==> src/rtl/sync_fifo_fwft_pkg.sv <==
// ============================================================================
// Module   : sync_fifo_fwft_pkg
// Brief    : Shared widths and depth derivation for the handshake FIFO.
// Revision : 1.0 - initial release
// ============================================================================
`default_nettype none

package sync_fifo_fwft_pkg;

  localparam int DEFAULT_DATA_WIDTH = 32;
  localparam int DEFAULT_ADDR_WIDTH = 4;

  function automatic int fifo_depth(input int addr_width);
    return 1 << addr_width;
  endfunction

endpackage

`default_nettype wire

==> src/rtl/dpram_simple.sv <==
// ============================================================================
// Module   : dpram_simple
// Brief    : Simple dual-port RAM, registered read, returns old data on a
//            same-address read/write collision. Port A writes, port B r/w.
// Revision : 1.0 - initial release
// ============================================================================
`default_nettype none

module dpram_simple #(
  parameter int DATA_WIDTH = 32,
  parameter int ADDR_WIDTH = 4
) (
  input  logic                  clk,
  input  logic [ADDR_WIDTH-1:0] addr_a,
  input  logic                  wren_a,
  input  logic [DATA_WIDTH-1:0] wrdata_a,
  input  logic [ADDR_WIDTH-1:0] addr_b,
  input  logic                  wren_b,
  input  logic [DATA_WIDTH-1:0] wrdata_b,
  output logic [DATA_WIDTH-1:0] rddata_b
);

  logic [DATA_WIDTH-1:0] mem [2**ADDR_WIDTH];

  always_ff @(posedge clk) begin
    if (wren_a) mem[addr_a] <= wrdata_a;
    if (wren_b) mem[addr_b] <= wrdata_b;
    rddata_b <= mem[addr_b];
  end

endmodule

`default_nettype wire

==> src/rtl/sync_fifo_fwft.sv <==
// ============================================================================
// Module   : sync_fifo_fwft
// Brief    : First-word-fall-through FIFO over dpram_simple with valid/ready
//            handshakes on both sides and a one-entry output skid.
// Revision : 1.0 - initial release
// ============================================================================
`default_nettype none

module sync_fifo_fwft
  import sync_fifo_fwft_pkg::*;
#(
  parameter int DATA_WIDTH = DEFAULT_DATA_WIDTH,
  parameter int ADDR_WIDTH = DEFAULT_ADDR_WIDTH
) (
  input  logic                  clock,
  input  logic                  rst,
  input  logic                  in_valid,
  input  logic [DATA_WIDTH-1:0] in_data,
  output logic                  in_ready,
  output logic                  out_valid,
  output logic [DATA_WIDTH-1:0] out_data,
  input  logic                  out_ready,
  output logic [ADDR_WIDTH:0]   count
);

  localparam int                CW        = ADDR_WIDTH + 1;
  localparam int                DEPTH     = fifo_depth(ADDR_WIDTH);
  localparam logic [ADDR_WIDTH:0] DEPTH_CNT = CW'(DEPTH);

  logic [ADDR_WIDTH-1:0] wr_ptr_q, wr_ptr_d, rd_ptr_q, rd_ptr_d;
  logic [ADDR_WIDTH:0]   count_q, count_d, ram_cnt_q, ram_cnt_d;
  logic                  in_ready_q, in_ready_d;
  logic                  fetch_q, fetch_d;
  logic                  head_valid_q, head_valid_d, skid_valid_q, skid_valid_d;
  logic [DATA_WIDTH-1:0] head_data_q, head_data_d, skid_data_q, skid_data_d;
  logic [DATA_WIDTH-1:0] rd_data;
  logic                  push, pop, fetch;
  logic [1:0]            stage_words;

  dpram_simple #(
    .DATA_WIDTH (DATA_WIDTH),
    .ADDR_WIDTH (ADDR_WIDTH)
  ) u_ram (
    .clk      (clock),
    .addr_a   (wr_ptr_q),
    .wren_a   (push),
    .wrdata_a (in_data),
    .addr_b   (rd_ptr_q),
    .wren_b   (1'b0),
    .wrdata_b ({DATA_WIDTH{1'b0}}),
    .rddata_b (rd_data)
  );

  // The head is either a held register or the word the RAM returned this cycle.
  assign out_valid = head_valid_q | fetch_q;
  assign out_data  = head_valid_q ? head_data_q : (fetch_q ? rd_data : '0);
  assign in_ready  = in_ready_q;
  assign count     = count_q;

  assign push = in_valid & in_ready_q;
  assign pop  = out_valid & out_ready;

  // Words held past this edge plus a new fetch must fit in head + skid.
  assign stage_words = 2'(head_valid_q) + 2'(skid_valid_q) + 2'(fetch_q);
  assign fetch = (ram_cnt_q != '0) && ((stage_words - 2'(pop)) <= 2'd1);

  always_comb begin
    wr_ptr_d     = wr_ptr_q + ADDR_WIDTH'(push);
    rd_ptr_d     = rd_ptr_q + ADDR_WIDTH'(fetch);
    count_d      = count_q + CW'(push) - CW'(pop);
    ram_cnt_d    = ram_cnt_q + CW'(push) - CW'(fetch);
    in_ready_d   = (count_d != DEPTH_CNT);
    fetch_d      = fetch;
    head_valid_d = head_valid_q;
    head_data_d  = head_data_q;
    skid_valid_d = skid_valid_q;
    skid_data_d  = skid_data_q;

    if (pop && head_valid_q) begin
      if (skid_valid_q) begin
        head_data_d = skid_data_q;
        if (fetch_q) skid_data_d = rd_data;
        else         skid_valid_d = 1'b0;
      end else if (fetch_q) begin
        head_data_d = rd_data;
      end else begin
        head_valid_d = 1'b0;
      end
    end else if (!pop && fetch_q) begin
      // Capture the returned word so it stays stable under back-pressure.
      if (head_valid_q) begin
        skid_valid_d = 1'b1;
        skid_data_d  = rd_data;
      end else begin
        head_valid_d = 1'b1;
        head_data_d  = rd_data;
      end
    end
  end

  always_ff @(posedge clock) begin
    if (rst) begin
      wr_ptr_q     <= '0;
      rd_ptr_q     <= '0;
      count_q      <= '0;
      ram_cnt_q    <= '0;
      in_ready_q   <= 1'b1;
      fetch_q      <= 1'b0;
      head_valid_q <= 1'b0;
      head_data_q  <= '0;
      skid_valid_q <= 1'b0;
      skid_data_q  <= '0;
    end else begin
      wr_ptr_q     <= wr_ptr_d;
      rd_ptr_q     <= rd_ptr_d;
      count_q      <= count_d;
      ram_cnt_q    <= ram_cnt_d;
      in_ready_q   <= in_ready_d;
      fetch_q      <= fetch_d;
      head_valid_q <= head_valid_d;
      head_data_q  <= head_data_d;
      skid_valid_q <= skid_valid_d;
      skid_data_q  <= skid_data_d;
    end
  end

endmodule

`default_nettype wire

==> config.mk <==
export PLATFORM = sky130hd
export DESIGN_NAME = sync_fifo_fwft
export DESIGN_NICKNAME = d
export VERILOG_FILES = /design/src/rtl/sync_fifo_fwft_pkg.sv /design/src/rtl/dpram_simple.sv /design/src/rtl/sync_fifo_fwft.sv
export SDC_FILE = /design/constraint.sdc
export NUM_CORES = 1
export LEC_CHECK = 0
export BUFFER_PORTS_ARGS = -buffer_cell sky130_fd_sc_hd__clkbuf_2
export CORE_ASPECT_RATIO = 1.4
export CORE_MARGIN = 5
export CORE_UTILIZATION = 57
export CTS_BUF_LIST = sky130_fd_sc_hd__clkbuf_8 sky130_fd_sc_hd__clkbuf_16
export DETAILED_ROUTE_END_ITERATION = 12
export GPL_TIMING_DRIVEN = 0
export PLACE_DENSITY = 0.86
export SYNTH_ARGS = -nofsm -noshare
export SYNTH_HDL_FRONTEND = slang
export SYNTH_HIERARCHICAL = 1
export SYNTH_SLANG_ARGS = --single-unit
==> constraint.sdc <==
create_clock -name clock -period 4.9 [get_ports clock]
set_input_delay 1.225 -clock clock [delete_from_list [all_inputs] [get_ports clock]]
set_output_delay 1.225 -clock clock [all_outputs]
set_load 0.01 [all_outputs]
**After elaboration in Yosys (flattened, before gate mapping)**

Memory sizes are Yosys's and may differ from the RTL's. A register that Yosys moved wholly into a read port is not among the register bits.
Index checks and enable logic that the tools add are counted.

- Bits in registers: 86
- Latch bits: 0
- Bits in writable memories: 512
- Memory bits (read-only): 0
- Input port bits: 36
- Logic and storage cells: 64
- Memories kept: 1

- Add/sub/neg operators: 9
- Multipliers: 0
- Div/mod/pow operators: 0
- Order comparisons: 1
- Eq/ne operators: 7
- Shift operators: 0
- Muxes and demuxes: 22
- Bitwise operators: 3
- Reductions and logical operators: 11

Memory list:

| name | depth | bits a word | rd ports | clocked after memory_dff | write ports | line | source |
|---|---|---|---|---|---|---|---|
| u_ram.mem | 16 | 32 | 1 | 1 | 1 | dpram_simple.sv:23 | `logic [DATA_WIDTH-1:0] mem [2**ADDR_WIDTH];` |

Operator list:

| operator | number |
|---|---|
| 32-bit 2-to-1 mux | 11 |
| 1-bit 2-to-1 mux | 11 |
| 5-bit by 1-bit adder with 5-bit output | 2 |
| 5-bit by 1-bit subtractor with 5-bit output | 2 |
| 4-bit by 1-bit adder with 4-bit output | 2 |
| 2-bit != test, second input constant | 4 |
| 3-bit AND reduction | 2 |
| 5-bit != test, second input constant | 1 |
| 5-bit nonzero test | 1 |
| 4-bit AND reduction | 1 |
| 2-bit nonzero test | 2 |
| 1-bit logical AND | 3 |
| 3-bit != test, second input constant | 1 |
| 1-bit by 1-bit adder with 2-bit output | 1 |
| 2-bit by 1-bit adder with 2-bit output | 1 |
| 1-bit bitwise AND | 2 |
| 2-bit by 1-bit <= comparator with 1-bit output, second input constant | 1 |
| 2-bit by 1-bit != test with 1-bit output, second input constant | 1 |
| 2-bit AND reduction | 1 |
| 2-bit by 1-bit subtractor with 2-bit output | 1 |
| 1-bit logical NOT | 1 |
| 1-bit bitwise OR | 1 |

**Logic depth before layout (Yosys ltp)**

- Depth after elaboration: 6
- Gate-level depth with buffers: 18
- Gate-level depth less buffers: 17

**Modules after synthesis**

The synthesis kept the hierarchy.

By module, submodules not included:

| module | instances | cells each | area each (um^2) | seq. area each (um^2) |
|---|---|---|---|---|
| dpram_simple | 1 | 1495 | 26289.0 | 16015.4 |
| sync_fifo_fwft | 1 | 559 | 4697.0 | 1721.7 |

**Worst setup path after synthesis**

OpenSTA, ideal clock, no wires.

- Path type: input-to-reg
- Start point: input in_valid
- End point: memory u_ram.mem[1][0], enable pin
- Library setup time: 0.466 ns
- Arrival: 4.211 ns
- Required time: 4.434 ns
- Path slack: 0.224 ns
- Stages on the path: 4
- Buffers on the path: 0
- Cells stage by stage: nand2_1 > inv_1 > or3b_2 > o21ai_0

- Longest elaborated chain between the ends: 3

Ends and longest elaborated chain:

| item | line | source |
|---|---|---|
| start: declaration | sync_fifo_fwft.sv:17 | `input logic in_valid,` |
| 1-bit bitwise AND | sync_fifo_fwft.sv:60 | `assign push = in_valid & in_ready_q;` |
| net push | sync_fifo_fwft.sv:37 | `logic push, pop, fetch;` |
| 1-bit 2-to-1 mux | dpram_simple.sv:26 | `if (wren_a) mem[addr_a] <= wrdata_a;` |
| 1-bit 2-to-1 mux (not written as such) | dpram_simple.sv:26 |  |
| end: declaration | dpram_simple.sv:23 |  |

The timed path passes the listed nets, and every way through them passes these cells.

**Final worst setup path**

- Start point: register fetch_q
- End point: register ram_cnt_q[4]

- Longest elaborated chain between the ends: 6
- Elaborated cells between the ends (all ways): 7

Ends and longest elaborated chain:

| item | line | source |
|---|---|---|
| start: declaration | sync_fifo_fwft.sv:33 | `logic fetch_q, fetch_d;` |
| start signal: assignment | sync_fifo_fwft.sv:119 | `fetch_q <= fetch_d;` |
| branches (longest 2 deep; another with 2-bit by 1-bit adder with 2-bit output) | n/a |  |
| 2-bit by 1-bit subtractor with 2-bit output (*) | sync_fifo_fwft.sv:65 | `assign fetch = (ram_cnt_q != '0) && ((stage_words - 2'(pop)) <= 2'd1);` |
| 2-bit by 1-bit <= comparator with 1-bit output (*) | sync_fifo_fwft.sv:65 |  |
| 1-bit logical AND (*) | sync_fifo_fwft.sv:65 |  |
| net fetch | sync_fifo_fwft.sv:37 |  |
| 5-bit by 1-bit subtractor with 5-bit output (*) | sync_fifo_fwft.sv:71 | `ram_cnt_d = ram_cnt_q + CW'(push) - CW'(fetch);` |
| end signal: assignment | sync_fifo_fwft.sv:117 | `ram_cnt_q <= ram_cnt_d;` |
| end: declaration | sync_fifo_fwft.sv:31 | `logic [ADDR_WIDTH:0] count_q, count_d, ram_cnt_q, ram_cnt_d;` |

Mark *: on every way through the listed nets, which the timed path passes.
A chain may end at the register's enable or synchronous reset.

==> results <==
- The power per standard cell area is 442 nW/um2.
- The gate count after technology mapping is 2,054.
- The net count of the finished layout is 2,483.
- The category of the critical setup timing path is reg -> reg.
- For this run, the number of Yosys warnings is 6.
- The fraction of layout cells with a size suffix above 1 is 0.380.
- Setup repair after global routing left no endpoint under its margin.
- STA classifies the critical path endpoint as a register.
- Summing every instance area after synthesis gives 31,000 um2.
- The register clock-pin slew on the reported worst setup and hold paths is 0.07 ns.
- The floorplan step set the die height to 286 um.
- The final core utilization is 0.657.
- Entering global routing, the biggest net connects 22 pins.
- At the end of routability-driven placement, the weighted congestion stood at 0.898.
- The transition time at the pin with the least slew margin is 1.07 ns.
- The flip-flop cell with the highest count after synthesis is sky130_fd_sc_hd__edfxtp_1.
- The worst endpoint required time is 5.37 ns.
- The final critical delay including setup and external delays is 4.06 ns.
- STA classifies the critical path startpoint as a register.
- The aggregate global-route resource usage is 0.280.
- During I/O placement, the number of pins put on the boundary was 75.
- In the finished design, the share of the clock period the worst path needs comes to 0.828.
- Counting along the longest clock path gives a buffer depth of 3.
- The via count of the first global-routing pass is 20,800.
- The per-cell routed wire length is 26.6 um.
- Compared with the post-synthesis result, the final layout area differs by 14.7%.
- The synthesized design contains 630 register bits.
- The initial antenna violation count is 4.
- For this configuration, the core starts out at a cell density of 0.573.
- The clock insertion delay at the later pin of the skew report is 0.62 ns.
- The count of nets left with antenna violations once routing finished came out at 0.
- Counting flops with a built-in enable in the synthesized netlist gives 512.
- Clock tree synthesis inserted a total of 55 buffers.
- The run finished with clean final reports.
- The placement-stage cell area is 33,700 um2.
- Once detailed placement completed, the half-perimeter wirelength came to 55,900 um.
- The total global routing overflow is 0.
- Measured along the x axis, the die boundary spans 207 um.
- Across the routed clock network, the largest skew measured is 0.0215 ns.
- The number of inserted filler cells in the final layout is 3,582.
- The final setup violation count is 0.
- The total setup buffers inserted after CTS is 0.
- The count of placed standard cells in the final layout, fillers left out is 3,198.
- Wires add up to 85,000 um.
- The cell total after placement is 3,091.
- The sequential cell area fraction in the yosys report is 0.572.
- The leakage power summed over all cells is 12.4 nW.
- The share of synthesized registers carrying an async set or reset is 0.
- The class of the tightest hold or removal check is reg -> reg.
- The maximum vdd drop is 321 uV.
- The area enclosed by the die boundary is 59,200 um2.
- The detail-routed via count per cell is 6.22.
- The finished layout cell area is 35,600 um2.
- Max-cap violations in this run came to 0.
- The achievable clock frequency is 246 MHz.
- The standard-cell row count is 101.
- Along the worst path, the maximum fanout reaches 10.
- The number of port buffers is 73.
- The worst hold slack is 0.482 ns.
- The final max-slew violation count is 0.
- The H-tree depth is 2.
- The length of the first detailed-routing pass in iterations is 6.
- The first global-routing pass estimated 126,000 um of wire.
- The cts-stage hold buffer count is 0.
- The number of hold violations in the final report is 0.
- The clock tree root buffer cell is sky130_fd_sc_hd__clkbuf_16.
- The CTS tree is built.
- Setup slack on the worst reg-to-reg path comes out at 0.84 ns.
- The tree built by TritonCTS fans out to 630 sinks.
- The via count of the routed design is 19,900.
- A synthesized cell averages 15.1 um2.
- Post-CTS repair changed the size of 0 cells.
- At the worst endpoint, the arrival time is 4.53 ns.
- In this run the tightest slew margin relative to its limit is 0.286.
- For this block, the initial DRC count from the detailed router was 2,405.
- After detailed routing, the number of remaining DRC violations is 0.
- The number of unique standard cell types used by synthesis is 41.
- After floorplanning, the core was sized to cover 54,100 um2.
## flip-flops by register name, summed over array words and instances, names as in the netlist
register / count
u_ram/mem: 512
head_data_q: 32
skid_data_q: 32
u_ram/rddata_b: 32
count: 5
ram_cnt_q: 5
rd_ptr_q: 4
wr_ptr_q: 4
fetch_q: 1
head_valid_q: 1
in_ready: 1
skid_valid_q: 1
## synthesized netlist by cell type (5+ instances only)
master,instances,area (um2)
sky130_fd_sc_hd__edfxtp_1,512,15400
sky130_fd_sc_hd__mux2_2,512,5770
sky130_fd_sc_hd__nand2_1,135,507
sky130_fd_sc_hd__mux4_2,128,2880
sky130_fd_sc_hd__clkbuf_1,126,473
sky130_fd_sc_hd__dfxtp_1,118,2360
sky130_fd_sc_hd__nand2b_1,73,457
sky130_fd_sc_hd__a22oi_1,64,480
sky130_fd_sc_hd__buf_2,61,305
sky130_fd_sc_hd__nor2_1,57,214
sky130_fd_sc_hd__o21ai_0,41,205
sky130_fd_sc_hd__nand3_1,37,185
sky130_fd_sc_hd__mux2i_1,32,320
sky130_fd_sc_hd__a311oi_2,28,420
sky130_fd_sc_hd__ha_1,18,225
sky130_fd_sc_hd__inv_1,17,63.8
sky130_fd_sc_hd__buf_6,12,135
sky130_fd_sc_hd__nor2b_1,12,75.1
sky130_fd_sc_hd__a21oi_1,9,45.0
sky130_fd_sc_hd__o22ai_1,9,56.3
sky130_fd_sc_hd__xnor2_1,7,61.3
sky130_fd_sc_hd__buf_1,5,18.8
sky130_fd_sc_hd__nand3b_1,5,37.5
## logic make-up after synthesis
group | Yosys count | share of synthesized area
multiplexers | 672 | 0.289
flip-flops | 630 | 0.572
AND/OR/NAND/NOR | 333 | 0.0506
buffers and inverters | 225 | 0.0331
AO/OA/AOI/OAI | 162 | 0.0426
adder cells (fa/ha/maj) | 20 | 0.00856
XOR/XNOR | 11 | 0.00311
other | 1 | 0.000121
## layer usage
| metal | vias to the layer above | routed length [um] | global-route usage |
|---|---|---|---|
| li1 | 8417 | - | - |
| met5 | - | 0 | 0 |
| met3 | 337 | 8010 | 0.0518 |
| met2 | 1250 | 44000 | 0.500 |
| met4 | 0 | 4980 | 0.139 |
| met1 | 9902 | 28000 | 0.324 |
## placed cells by master, fill, tap and decap left out, types with 7 or more instances in the layout
master,Yosys,final
sky130_fd_sc_hd__xnor2_1,7,7
sky130_fd_sc_hd__clkbuf_16,0,58
sky130_fd_sc_hd__o22ai_4,0,9
sky130_fd_sc_hd__nand2b_1,73,73
sky130_fd_sc_hd__a21oi_1,9,9
sky130_fd_sc_hd__buf_12,0,11
sky130_fd_sc_hd__conb_1,1,228
sky130_fd_sc_hd__clkinv_2,0,11
sky130_fd_sc_hd__nor2_1,57,57
sky130_fd_sc_hd__nand2_1,135,135
sky130_fd_sc_hd__nor2b_1,12,12
sky130_fd_sc_hd__mux2_2,512,512
sky130_fd_sc_hd__ha_1,18,18
sky130_fd_sc_hd__a22oi_1,64,64
sky130_fd_sc_hd__clkinv_1,0,9
sky130_fd_sc_hd__mux2i_1,32,32
sky130_fd_sc_hd__edfxtp_1,512,512
sky130_fd_sc_hd__buf_2,61,61
sky130_fd_sc_hd__nand3_1,37,37
sky130_fd_sc_hd__o21ai_0,41,35
sky130_fd_sc_hd__dfxtp_1,118,118
sky130_fd_sc_hd__a311oi_2,28,28
sky130_fd_sc_hd__buf_6,12,12
sky130_fd_sc_hd__mux4_2,128,128
sky130_fd_sc_hd__inv_1,17,26
sky130_fd_sc_hd__clkbuf_2,0,73
sky130_fd_sc_hd__clkbuf_1,126,126
## through the flow
stage	power, mW	setup slack, ns	setup TNS (ns)
finish	15.7	0.841	0
detailed placement	11.1	0.550	0
global placement	10.8	-2.78	-755.26
global route	16.3	0.655	0
floorplan	9.77	0.224	0
CTS	15.6	0.912	0
## worst paths after layout
check / start / to / cells after the start
max: fetch_q$_SDFF_PP0_ / ram_cnt_q[4]$_SDFF_PP0_ / 18
min: skid_data_q[29]$_SDFFE_PP0P_ / skid_data_q[29]$_SDFFE_PP0P_ / 2
max reg2reg: fetch_q$_SDFF_PP0_ / ram_cnt_q[4]$_SDFF_PP0_ / 18
min reg2reg: skid_data_q[29]$_SDFFE_PP0P_ / skid_data_q[29]$_SDFFE_PP0P_ / 2
## critical path, stage by stage, from the launching register on
cell and delay, ns:
sky130_fd_sc_hd__dfxtp_1 0.35, sky130_fd_sc_hd__clkbuf_1 0.26, sky130_fd_sc_hd__or2_2 0.36, sky130_fd_sc_hd__and2_1 0.21
sky130_fd_sc_hd__ha_1 0.30, sky130_fd_sc_hd__inv_1 0.05, sky130_fd_sc_hd__ha_1 0.27, sky130_fd_sc_hd__a21oi_1 0.18
sky130_fd_sc_hd__xnor2_1 0.11, sky130_fd_sc_hd__nor2_1 0.25, sky130_fd_sc_hd__ha_1 0.28, sky130_fd_sc_hd__inv_1 0.06
sky130_fd_sc_hd__ha_1 0.17, sky130_fd_sc_hd__inv_1 0.07, sky130_fd_sc_hd__fa_1 0.41, sky130_fd_sc_hd__nor2b_1 0.19
sky130_fd_sc_hd__o21bai_1 0.13, sky130_fd_sc_hd__a21oi_1 0.18, sky130_fd_sc_hd__nor3b_1 0.07
## power breakdown
part | switching, mW | internal [mW] | total, mW
registers | 0.363 | 6.49 | 6.85
logic | 2.45 | 1.89 | 4.33
clock network | 2.00 | 2.52 | 4.52
## layout make-up
class	instances	area, um2	area share
diodes	4	10.0	0.000282
plain buffers	208	962	0.0271
clock buffers	61	1490	0.0420
clock inverters	42	383	0.0108
inverters	17	63.8	0.00179
multi-input cells	1426	13300	0.373
flip-flops and latches	630	17700	0.499
well taps	721	902	0.0254
repair buffers	89	723	0.0203
No activity file was read; power rests on OpenSTA's default activity.
